### src/rtl/mem_access_pkg.sv
// mem_access_pkg: shared Y86-64 definitions used by the memory stage.
//   - icode constants (IHALT..IPOPQ), status codes (SAOK..SINS), RNONE
//   - FSM state type for mem_access
//   - decode helpers: is_write / is_read classify the data-memory access
//   - default values for MEM_BYTES and TIMEOUT_CYCLES
package mem_access_pkg;

   localparam logic [3:0] IHALT   = 4'h0;
   localparam logic [3:0] INOP    = 4'h1;
   localparam logic [3:0] IRRMOVQ = 4'h2;   // also CMOVXX
   localparam logic [3:0] IIRMOVQ = 4'h3;
   localparam logic [3:0] IRMMOVQ = 4'h4;
   localparam logic [3:0] IMRMOVQ = 4'h5;
   localparam logic [3:0] IOPQ    = 4'h6;
   localparam logic [3:0] IJXX    = 4'h7;
   localparam logic [3:0] ICALL   = 4'h8;
   localparam logic [3:0] IRET    = 4'h9;
   localparam logic [3:0] IPUSHQ  = 4'hA;
   localparam logic [3:0] IPOPQ   = 4'hB;

   localparam logic [1:0] SAOK = 2'd0;
   localparam logic [1:0] SHLT = 2'd1;
   localparam logic [1:0] SADR = 2'd2;
   localparam logic [1:0] SINS = 2'd3;

   localparam logic [3:0] RNONE = 4'hF;

   localparam int MEM_BYTES_DEF      = 8192;
   localparam int TIMEOUT_CYCLES_DEF = 64;

   typedef enum logic [1:0] {
      ST_IDLE = 2'd0,
      ST_REQ  = 2'd1,
      ST_RESP = 2'd2
   } state_e;

   function automatic logic is_write(input logic [3:0] icode);
      return (icode == IRMMOVQ) || (icode == IPUSHQ) || (icode == ICALL);
   endfunction

   function automatic logic is_read(input logic [3:0] icode);
      return (icode == IMRMOVQ) || (icode == IPOPQ) || (icode == IRET);
   endfunction

endpackage

### src/rtl/mem_watchdog.sv
// mem_watchdog: bus-request watchdog for the memory stage.
//   clk_i     in  clock
//   rst_n_i   in  synchronous reset, active low
//   start_i   in  request is being launched this cycle (counter clears)
//   active_i  in  request outstanding (FSM in REQ)
//   ack_i     in  bus ack this cycle (counter holds)
//   expired_o out request has waited TIMEOUT_CYCLES cycles without ack
// Only instantiated when MEM_TIMEOUT_EN is defined.
module mem_watchdog #(
   parameter int TIMEOUT_CYCLES = 64
) (
   input  logic clk_i,
   input  logic rst_n_i,
   input  logic start_i,
   input  logic active_i,
   input  logic ack_i,
   output logic expired_o
);

   localparam int CW = $clog2(TIMEOUT_CYCLES) + 1;

   logic [CW-1:0] cnt_q;

   always_ff @(posedge clk_i) begin
      if (!rst_n_i) begin
         cnt_q <= '0;
      end else if (start_i) begin
         cnt_q <= '0;
      end else if (active_i && !ack_i) begin
         cnt_q <= cnt_q + 1'b1;
      end
   end

   // The first REQ cycle sees count 0, so expiry on count T-1 gives T cycles of request.
   assign expired_o = active_i && (cnt_q == CW'(TIMEOUT_CYCLES - 1));

endmodule

### src/rtl/mem_access.sv
// mem_access: Y86-64 memory stage.
// Accepts an executed instruction (valid/ready), performs its data-memory
// read or write over a req/ack bus, and presents valM, final stat and
// writeback controls to writeback (valid/ready).
// Ports:
//   clk_i, rst_n_i (sync, active low)
//   in_valid_i/in_ready_o, icode_i, stat_i, Cnd_i, valE_i, valA_i, valP_i, dstE_i, dstM_i
//   mem_req_o, mem_we_o, mem_addr_o, mem_wdata_o, mem_ack_i, mem_err_i, mem_rdata_i
//   out_valid_o/out_ready_i, icode_o, stat_o, valE_o, valM_o, dstE_o, dstM_o
// Optional macro MEM_TIMEOUT_EN: adds a watchdog that aborts a request with
// stat ADR after TIMEOUT_CYCLES cycles without ack.
module mem_access
   import mem_access_pkg::*;
#(
   parameter int MEM_BYTES = MEM_BYTES_DEF
`ifdef MEM_TIMEOUT_EN
   , parameter int TIMEOUT_CYCLES = TIMEOUT_CYCLES_DEF
`endif
) (
   input  logic        clk_i,
   input  logic        rst_n_i,
   input  logic        in_valid_i,
   output logic        in_ready_o,
   input  logic [3:0]  icode_i,
   input  logic [1:0]  stat_i,
   input  logic        Cnd_i,
   input  logic [63:0] valE_i,
   input  logic [63:0] valA_i,
   input  logic [63:0] valP_i,
   input  logic [3:0]  dstE_i,
   input  logic [3:0]  dstM_i,
   output logic        mem_req_o,
   output logic        mem_we_o,
   output logic [63:0] mem_addr_o,
   output logic [63:0] mem_wdata_o,
   input  logic        mem_ack_i,
   input  logic        mem_err_i,
   input  logic [63:0] mem_rdata_i,
   output logic        out_valid_o,
   input  logic        out_ready_i,
   output logic [3:0]  icode_o,
   output logic [1:0]  stat_o,
   output logic [63:0] valE_o,
   output logic [63:0] valM_o,
   output logic [3:0]  dstE_o,
   output logic [3:0]  dstM_o
);

   localparam logic [63:0] ADDR_MAX = 64'(MEM_BYTES - 8);

   state_e      state_q;
   logic        mem_req_q, mem_we_q, rd_q, out_valid_q;
   logic [63:0] mem_addr_q, mem_wdata_q, valE_q, valM_q;
   logic [3:0]  icode_q, dstE_q, dstM_q;
   logic [1:0]  stat_q;

   // Decode of the incoming instruction (used only on the accept edge)
   logic        wr_d, rd_d, acc_d, addr_ok_d, start_req;
   logic [63:0] addr_d, wdata_d;
   logic [3:0]  dstE_d;
   logic        expired;

   always_comb begin
      wr_d      = is_write(icode_i);
      rd_d      = is_read(icode_i);
      acc_d     = wr_d || rd_d;
      // Stack pops read at the old %rsp (valA); everything else addresses at valE
      addr_d    = ((icode_i == IPOPQ) || (icode_i == IRET)) ? valA_i : valE_i;
      wdata_d   = (icode_i == ICALL) ? valP_i : valA_i;
      addr_ok_d = (addr_d <= ADDR_MAX);
      // A not-taken conditional move writes nothing
      dstE_d    = ((icode_i == IRRMOVQ) && !Cnd_i) ? RNONE : dstE_i;
      start_req = (state_q == ST_IDLE) && in_valid_i && (stat_i == SAOK) && acc_d && addr_ok_d;
   end

`ifdef MEM_TIMEOUT_EN
   mem_watchdog #(
      .TIMEOUT_CYCLES(TIMEOUT_CYCLES)
   ) u_watchdog (
      .clk_i     (clk_i),
      .rst_n_i   (rst_n_i),
      .start_i   (start_req),
      .active_i  (state_q == ST_REQ),
      .ack_i     (mem_ack_i),
      .expired_o (expired)
   );
`else
   assign expired = 1'b0;
`endif

   always_ff @(posedge clk_i) begin
      if (!rst_n_i) begin
         state_q     <= ST_IDLE;
         mem_req_q   <= 1'b0;
         mem_we_q    <= 1'b0;
         mem_addr_q  <= '0;
         mem_wdata_q <= '0;
         rd_q        <= 1'b0;
         out_valid_q <= 1'b0;
         icode_q     <= INOP;
         stat_q      <= SAOK;
         valE_q      <= '0;
         valM_q      <= '0;
         dstE_q      <= RNONE;
         dstM_q      <= RNONE;
      end else begin
         case (state_q)
            ST_IDLE: begin
               if (in_valid_i) begin
                  icode_q <= icode_i;
                  valE_q  <= valE_i;
                  valM_q  <= '0;
                  dstE_q  <= dstE_d;
                  dstM_q  <= dstM_i;
                  rd_q    <= rd_d;
                  if (start_req) begin
                     stat_q      <= SAOK;
                     state_q     <= ST_REQ;
                     mem_req_q   <= 1'b1;
                     mem_we_q    <= wr_d;
                     mem_addr_q  <= addr_d;
                     mem_wdata_q <= wdata_d;
                  end else begin
                     // Upstream fault wins over a range fault; no bus activity either way
                     if (stat_i != SAOK)  stat_q <= stat_i;
                     else if (acc_d)      stat_q <= SADR;
                     else                 stat_q <= SAOK;
                     state_q     <= ST_RESP;
                     out_valid_q <= 1'b1;
                  end
               end
            end
            ST_REQ: begin
               // Ack in the expiry cycle takes priority over the watchdog
               if (mem_ack_i) begin
                  mem_req_q <= 1'b0;
                  mem_we_q  <= 1'b0;
                  if (mem_err_i) begin
                     stat_q <= SADR;
                     valM_q <= '0;
                  end else if (rd_q) begin
                     valM_q <= mem_rdata_i;
                  end
                  state_q     <= ST_RESP;
                  out_valid_q <= 1'b1;
               end else if (expired) begin
                  mem_req_q   <= 1'b0;
                  mem_we_q    <= 1'b0;
                  stat_q      <= SADR;
                  valM_q      <= '0;
                  state_q     <= ST_RESP;
                  out_valid_q <= 1'b1;
               end
            end
            ST_RESP: begin
               if (out_ready_i) begin
                  out_valid_q <= 1'b0;
                  state_q     <= ST_IDLE;
               end
            end
            default: begin
               state_q     <= ST_IDLE;
               mem_req_q   <= 1'b0;
               out_valid_q <= 1'b0;
            end
         endcase
      end
   end

   assign in_ready_o  = (state_q == ST_IDLE);
   assign mem_req_o   = mem_req_q;
   assign mem_we_o    = mem_we_q;
   assign mem_addr_o  = mem_addr_q;
   assign mem_wdata_o = mem_wdata_q;
   assign out_valid_o = out_valid_q;
   assign icode_o     = icode_q;
   assign stat_o      = stat_q;
   assign valE_o      = valE_q;
   assign valM_o      = valM_q;
   assign dstE_o      = dstE_q;
   assign dstM_o      = dstM_q;

endmodule

### config.mk
export PLATFORM = sky130hd
export DESIGN_NAME = mem_access
export DESIGN_NICKNAME = d
export VERILOG_FILES = /design/src/rtl/mem_access_pkg.sv /design/src/rtl/mem_watchdog.sv /design/src/rtl/mem_access.sv
export SDC_FILE = /design/constraint.sdc
export NUM_CORES = 1
export LEC_CHECK = 0
export CAP_MARGIN = 5
export CORE_AREA = 2 2 217 219
export CTS_CLUSTER_DIAMETER = 100
export DETAILED_ROUTE_END_ITERATION = 16
export DIE_AREA = 0 0 219 221
export GPL_ROUTABILITY_DRIVEN = 0
export HOLD_SLACK_MARGIN = 0.05
export PLACE_DENSITY_LB_ADDON = 0.15
export SYNTH_ARGS = -nofsm -noshare
export SYNTH_HDL_FRONTEND = slang
export SYNTH_SLANG_ARGS = --single-unit
### constraint.sdc
create_clock -name clk_i -period 5.6 [get_ports clk_i]
set_input_delay 1.4 -clock clk_i [delete_from_list [all_inputs] [get_ports clk_i]]
set_output_delay 1.4 -clock clk_i [all_outputs]
set_load 0.1 [all_outputs]
==> results.md, run 1 <==
- Cell Pwr Density: 282 mW/mm^2
- Worst EP arrival: 2.52 ns
- Ports: 551
- H-tree levels: 2
- Fin worst setup slack: 1.68 ns
- # placed instances: 2230
- Die H: 221 um
- Die area: 0.0484 sq mm
- Pin count of the biggest net entering global routing: 93
- Syn_area_per_cell: 9.34 sq um
- WS Path Type: reg2out
- Area contributors post-synth: dfxtp_1, nand2_1, mux2i_1
- Cell Rows: 79
- Post-CTS Setup Inserts: 0
- Routed WL per cell: 21.2 um
- Final hold viol count: 0
- Number of remaining DRC errors: 0
- Distinct cell type count after synthesis: 37
- Post-synth EDFFs: 0
- Endpoint class of the critical path: primary output
- Simple-gate portion of the synthesized area: 17.0%
- Layout Cells excl Fill: 2295
- Placement Cell Area: 0.0169 sq mm
- TritonCTS clock tree: yes
- Final Instance Area: 0.0181 sq mm
- Clk_lat worst skew: 0.54 ns
- CTS Buffer Depth: 3
- CTS Sinks: 276
- Register area share after synthesis: 51.1%
- Run status: finished clean
- Post_cts resized: 0
- Yosys Warn Count: 0
- Maxcap violations: 0
- Main synth FF type: dfxtp_1
- Post-synthesis xor/xnor area fraction: 0%
- Peak supply drop: 0.000170 V
- Fillers: 4660
- Tightest Hold Check Type: reg2reg
- Starting DRT DRC Count: 559
- Fin nets: 1937
- Seq cells post-synth: 276
- Antenna-violating nets left: 0
- Detailed placement HPWL: 35.7 mm
- Adder-cell area share of the yosys netlist: 0%
- Top-count cell post-synth: dfxtp_1
- Final core area utilization: 39.2%
- Port bufs: 550
- Pre-CTS WS: 1.05 ns
- Drt first pass iters: 5
- Root buf cell: clkbuf_16
- Setup TNS: 0 ns
- Share of layout cells above drive strength 1: 6.70%
- Post-synthesis compound-gate area fraction: 18.6%
- Max-slew violations: 0
- Final period util: 70.0%
- Clock Skew: 0.0247 ns
- Area Overhead vs Synth: 67.2%
- Gr ovfl total: 0
- Critical path fanouts, max: 9
- TritonCTS Buffers: 35
- Share of the synthesized area in the top cell type: 51.1%
- Initial core utilization: 23.5%
- Worst path required time: 4.20 ns
- FFs w/ async S/R, synth: 0%
- GRT Util Overall: 19.2%
- Synth Cell Area: 0.0108 sq mm
- First-pass GRT wire length: 70.7 mm
- Startpoint types: flop
- Final setup fails: 0
- Leak: 7.25 nW
- Vias in the first global route: 11000
- Die W: 219 um
- Vias per inst: 4.69
- CTS clk-pin slew, worst paths: 0.06 ns
- Area occupied by multi-input gates: 0.00485 sq mm
- Achievable frequency: 255 MHz
- Syn Nets: 1434
- Slew @ Worst Pin: 1.29 ns
- Via count: 10800
- Synth Instances: 1157
- WL final: 48.6 mm
- Largest family of logic cells by synthesized area: compound AO/OA/AOI/OAI gates
- Relative slew slack: 13.8%
- Post-synth top cells: dfxtp_1, nand2_1, a21oi_1, mux2i_1, clkbuf_1
- Register area: 0.00553 sq mm
- RSZ-0062 raised after global routing: no
- Initial antenna violation count: 3
- Core box area: 0.0461 sq mm
- Tmin final: 3.92 ns
- Post-CTS Hold Buffers: 0
- Post-synth top area cell: dfxtp_1
- Proportion of synthesized area in mux cells: 8.68%
-- cell families (layout without fill, tap and decap cells) --
| family | Yosys count | after routing |
|---|---|---|
| simple gates | 399 | 399 |
| buf+inv | 110 | 640 |
| flops | 276 | 276 |
| mux | 92 | 92 |
| compound gates | 280 | 280 |
| other cells | 0 | 1 |
-- cell type report --
type	instances	share of cell area, %
antenna	1	0.0139
sequential	276	30.6
multi-input combinational	771	26.9
clock inverter	8	0.471
tap	607	4.21
clock buffer	56	6.18
timing repair buffer	575	31.6
inverter	1	0.0346
-- sequential cells by signal, indices dropped and copies added (netlist names) --
signal / count
mem_wdata_o: 64
state_q: 2
stat_o: 2
mem_req_o: 1
valE_o: 64
dstE_o: 4
dstM_o: 4
mem_we_o: 1
out_valid_o: 1
rd_q: 1
icode_o: 4
valM_o: 64
mem_addr_o: 64
-- worst max-delay path, cell delays in order, from the launching register on --
cell             delay [ns]
dfxtp_1                0.44
nor2_1                 0.30
clkdlybuf4s50_1        1.23
-- per-stage QoR --
step	total power (W)	hold slack, ns
after global routing	0.00531	0.465
after CTS	0.00518	0.454
after floorplan	0.00247	0.491
after global placement	0.00284	0.437
final	0.00510	0.448
after detailed placement	0.00284	0.445
-- cell usage in the layout, fill, tap and decap left out, types with 2 or more instances in the layout --
| master | count |
|---|---|
| a21oi_1 | 102 |
| a22oi_1 | 35 |
| and3_1 | 51 |
| buf_12 | 2 |
| buf_4 | 26 |
| clkbuf_1 | 6 |
| clkbuf_16 | 36 |
| clkbuf_8 | 14 |
| clkdlybuf4s50_1 | 547 |
| clkinv_2 | 3 |
| clkinvlp_4 | 2 |
| dfxtp_1 | 276 |
| mux2_2 | 13 |
| mux2i_1 | 79 |
| nand2_1 | 211 |
| nand2b_1 | 2 |
| nand3_1 | 38 |
| nand4_1 | 9 |
| nor2_1 | 44 |
| nor3_1 | 5 |
| nor4_1 | 28 |
| nor4_4 | 2 |
| o211a_1 | 64 |
| o211ai_1 | 65 |
| o21ai_0 | 4 |
| o21ai_4 | 2 |
| o22ai_1 | 4 |
-- routing by layer --
| metal | global-route usage (%) | wire length (um) | up-vias |
|---|---|---|---|
| met4 | 5.01 | 1000 | 2 |
| met5 | 0 | 13 | - |
| met1 | 22.1 | 19400 | 5123 |
| met3 | 7.33 | 4590 | 61 |
| met2 | 33.3 | 23600 | 397 |
| li1 | - | - | 5172 |
-- final timing paths --
check                                 from          to  slack [ns]  cells after the start
worst max register to register  state_q[0]  valM_o[58]        2.94                      5
worst min register to register   valM_o[8]   valM_o[8]        0.45                      2
worst max-delay path            state_q[1]  in_ready_o        1.68                      2
worst min-delay path             valM_o[8]   valM_o[8]        0.45                      2
-- power breakdown --
part	internal, W	total (W)	switching (W)	leakage (nW)
Combinational	0.000285	0.000770	0.000485	4.42
Clock	0.00142	0.00231	0.000894	0.589
Sequential	0.00200	0.00202	0.0000199	2.24
Note: power is estimated with default switching activity, not from simulation.
==> run 2, diff against run 1 <==
==> constraint.sdc (replaced) <==
create_clock -name clk_i -period 3.3 [get_ports clk_i]
set_input_delay 0.825 -clock clk_i [delete_from_list [all_inputs] [get_ports clk_i]]
set_output_delay 0.825 -clock clk_i [all_outputs]
set_load 0.1 [all_outputs]
==> run 2 against run 1 <==
Utilization down 0.68 points. First-iteration DRC count up 6.1%. Non-clock buffer count up 44. Total power up 66%. Critical path depth up 7. Clock power up 61%. Final cell count up 1.6%.
==> results.md, run 2 (synthesis gave the netlist of run 1 again) <==
- Cell Rows: 79 (unchanged)
- Detailed placement HPWL: 36.1 mm (+1.1%)
- Tmin final: 2.97 ns
- Ports: 551 (unchanged)
- Root buf cell: clkbuf_16
- Area Overhead vs Synth: 64.3%
- Max-slew violations: 0 (unchanged)
- Clock Skew: 0.0114 ns (-0.0134 ns)
- Commonest non-fill, non-tap cell in the layout: buf_4
- CTS Buffer Depth: 3 (unchanged)
- Final core area utilization: 38.5% (-0.68 points)
- Die area: 0.0484 sq mm (unchanged)
- WS Path Type: in2reg
- Initial antenna violation count: 6 (+3)
- # placed instances: 2274 (+2.0%)
- Relative slew slack: 51.5% (+38 points)
- Vias in the first global route: 11000 (-0.24%)
- Worst path required time: 3.77 ns (-0.43 ns)
- Cell Pwr Density: 477 mW/mm^2 (+69%)
- Number of remaining DRC errors: 0 (unchanged)
- Tightest Hold Check Type: reg2reg
- Worst setup path start: valE_i[14]
- Via count: 11000 (+1.9%)
- Starting DRT DRC Count: 593 (+6.1%)
- Peak supply drop: 0.000349 V (+110%)
- Initial core utilization: 23.5% (unchanged)
- Achievable frequency: 337 MHz
- Slew @ Worst Pin: 0.727 ns (-0.562 ns)
- Run status: finished clean
- Slowest cell on the critical path: clkdlybuf4s50_1
- Commonest cells after routing, fill and taps aside: buf_4, dfxtp_1, clkdlybuf4s50_1
- WL final: 48.4 mm (-0.45%)
- CP cell instances: clkdlybuf4s50_1 > nor4_1 > buf_4 > nand4_1 > a2111oi_4 > buf_4 > o21a_2 > buf_12 > o211a_1
- Final setup fails: 0 (unchanged)
- TritonCTS clock tree: yes
- Routed WL per cell: 20.7 um (-2.0%)
- TritonCTS Buffers: 34 (-2.9%)
- Post-CTS Hold Buffers: 0 (unchanged)
- Core box area: 0.0461 sq mm (unchanged)
- Fin nets: 1980 (+2.2%)
- Port bufs: 550 (unchanged)
- GRT Util Overall: 19.1% (-0.16 points)
- Placement Cell Area: 0.0167 sq mm (-1.2%)
- First-pass GRT wire length: 70.1 mm (-0.83%)
- CP dominant cell by count: buf_4
- Maxcap violations: 0 (unchanged)
- Vias per inst: 4.70 (+0.25%)
- Final Hold Slack: 0.451 ns (+0.00340 ns)
- R2R Path Start: state_q[1]
- Slowest cell delay on critical path: 0.45 ns (-0.78 ns)
- Final Instance Area: 0.0177 sq mm (-1.7%)
- Layout Cells excl Fill: 2332 (+1.6%)
- Pin count of the biggest net entering global routing: 155 (+67%)
- RSZ-0062 raised after global routing: no
- Die W: 219 um (unchanged)
- Critical path fanouts, max: 43 (+34)
- Pre-CTS WS: -0.173 ns (-1.23 ns)
- Clk_lat worst skew: 0.53 ns (about the same)
- Worst EP arrival: 3.44 ns (+0.92 ns)
- Final hold viol count: 0 (unchanged)
- Post-CTS Setup Inserts: 0 (unchanged)
- Fin worst setup slack: 0.332 ns (-1.35 ns)
- CTS Sinks: 276 (unchanged)
- Startpoint types: input port
- Worst hold start: valM_o[44]
- Die H: 221 um (unchanged)
- Leak: 7.98 nW (+10%)
- Antenna-violating nets left: 0 (unchanged)
- Drt first pass iters: 5 (unchanged)
- H-tree levels: 2 (unchanged)
- Post_cts resized: 0 (unchanged)
- CTS clk-pin slew, worst paths: 0.06 ns (about the same)
- Share of layout cells above drive strength 1: 24.3% (+18 points)
- Final period util: 89.9%
- Endpoint class of the critical path: flop
- Gr ovfl total: 0 (unchanged)
==> run 2: changes by cell type in the layout (fill, tap and decap cells not counted), moves of 2 or more <==
cell and delta:
buf_12 +12, buf_4 +304, bufinv_16 +2, clkbuf_1 +2
clkbuf_8 -10, clkdlybuf4s50_1 -272, diode_2 +2
==> run 2: power by group <==
part,switching [W],total [W],internal [W]
Clock,0.00145,0.00371,0.00226
Sequential,0.0000343,0.00343,0.00339
Combinational,0.000827,0.00132,0.000491
==> run 2: metal layers <==
layer,vias up,GRT usage (%),share of wire (%)
met4,6,5.54,2.3
met2,439,32.8,48
met3,66,7.59,9.9
met1,5207,21.6,39
li1,5238,-,-
met5,-,0,0.083
==> run 2: final cells by class <==
type	instances	area [sq um]
tap	607	759
sequential	276	5530
fill	4703	28300
antenna	3	7.51
multi-input combinational	771	4850
clock buffer	47	961
clock inverter	8	124
timing repair buffer	619	5510
inverter	1	6.26
==> run 2: final timing paths <==
path | cells past startpoint | to | slack (ns)
min reg2reg | 2 | valM_o[44] | 0.45
max reg2reg | 7 | mem_wdata_o[4] | 1.05
min | 2 | valM_o[44] | 0.45
max | 9 | mem_wdata_o[4] | 0.33
==> run 2: stage by stage <==
| stage | setup TNS (ns) | power, W |
|---|---|---|
| 4_1_cts | 0 | 0.00860 |
| 5_1_grt | 0 | 0.00878 |
| 6_report | 0 | 0.00846 |
| 3_3_place_gp | -17.80 | 0.00483 |
| 2_1_floorplan | 0 | 0.00419 |
| 3_5_place_dp | -15.95 | 0.00483 |
==> run 2: worst max-delay path: cells and delay by family <==
family          cells  cell delay (ns)
buf+inv             4             1.08
compound gates      3             0.77
simple gates        2             0.73
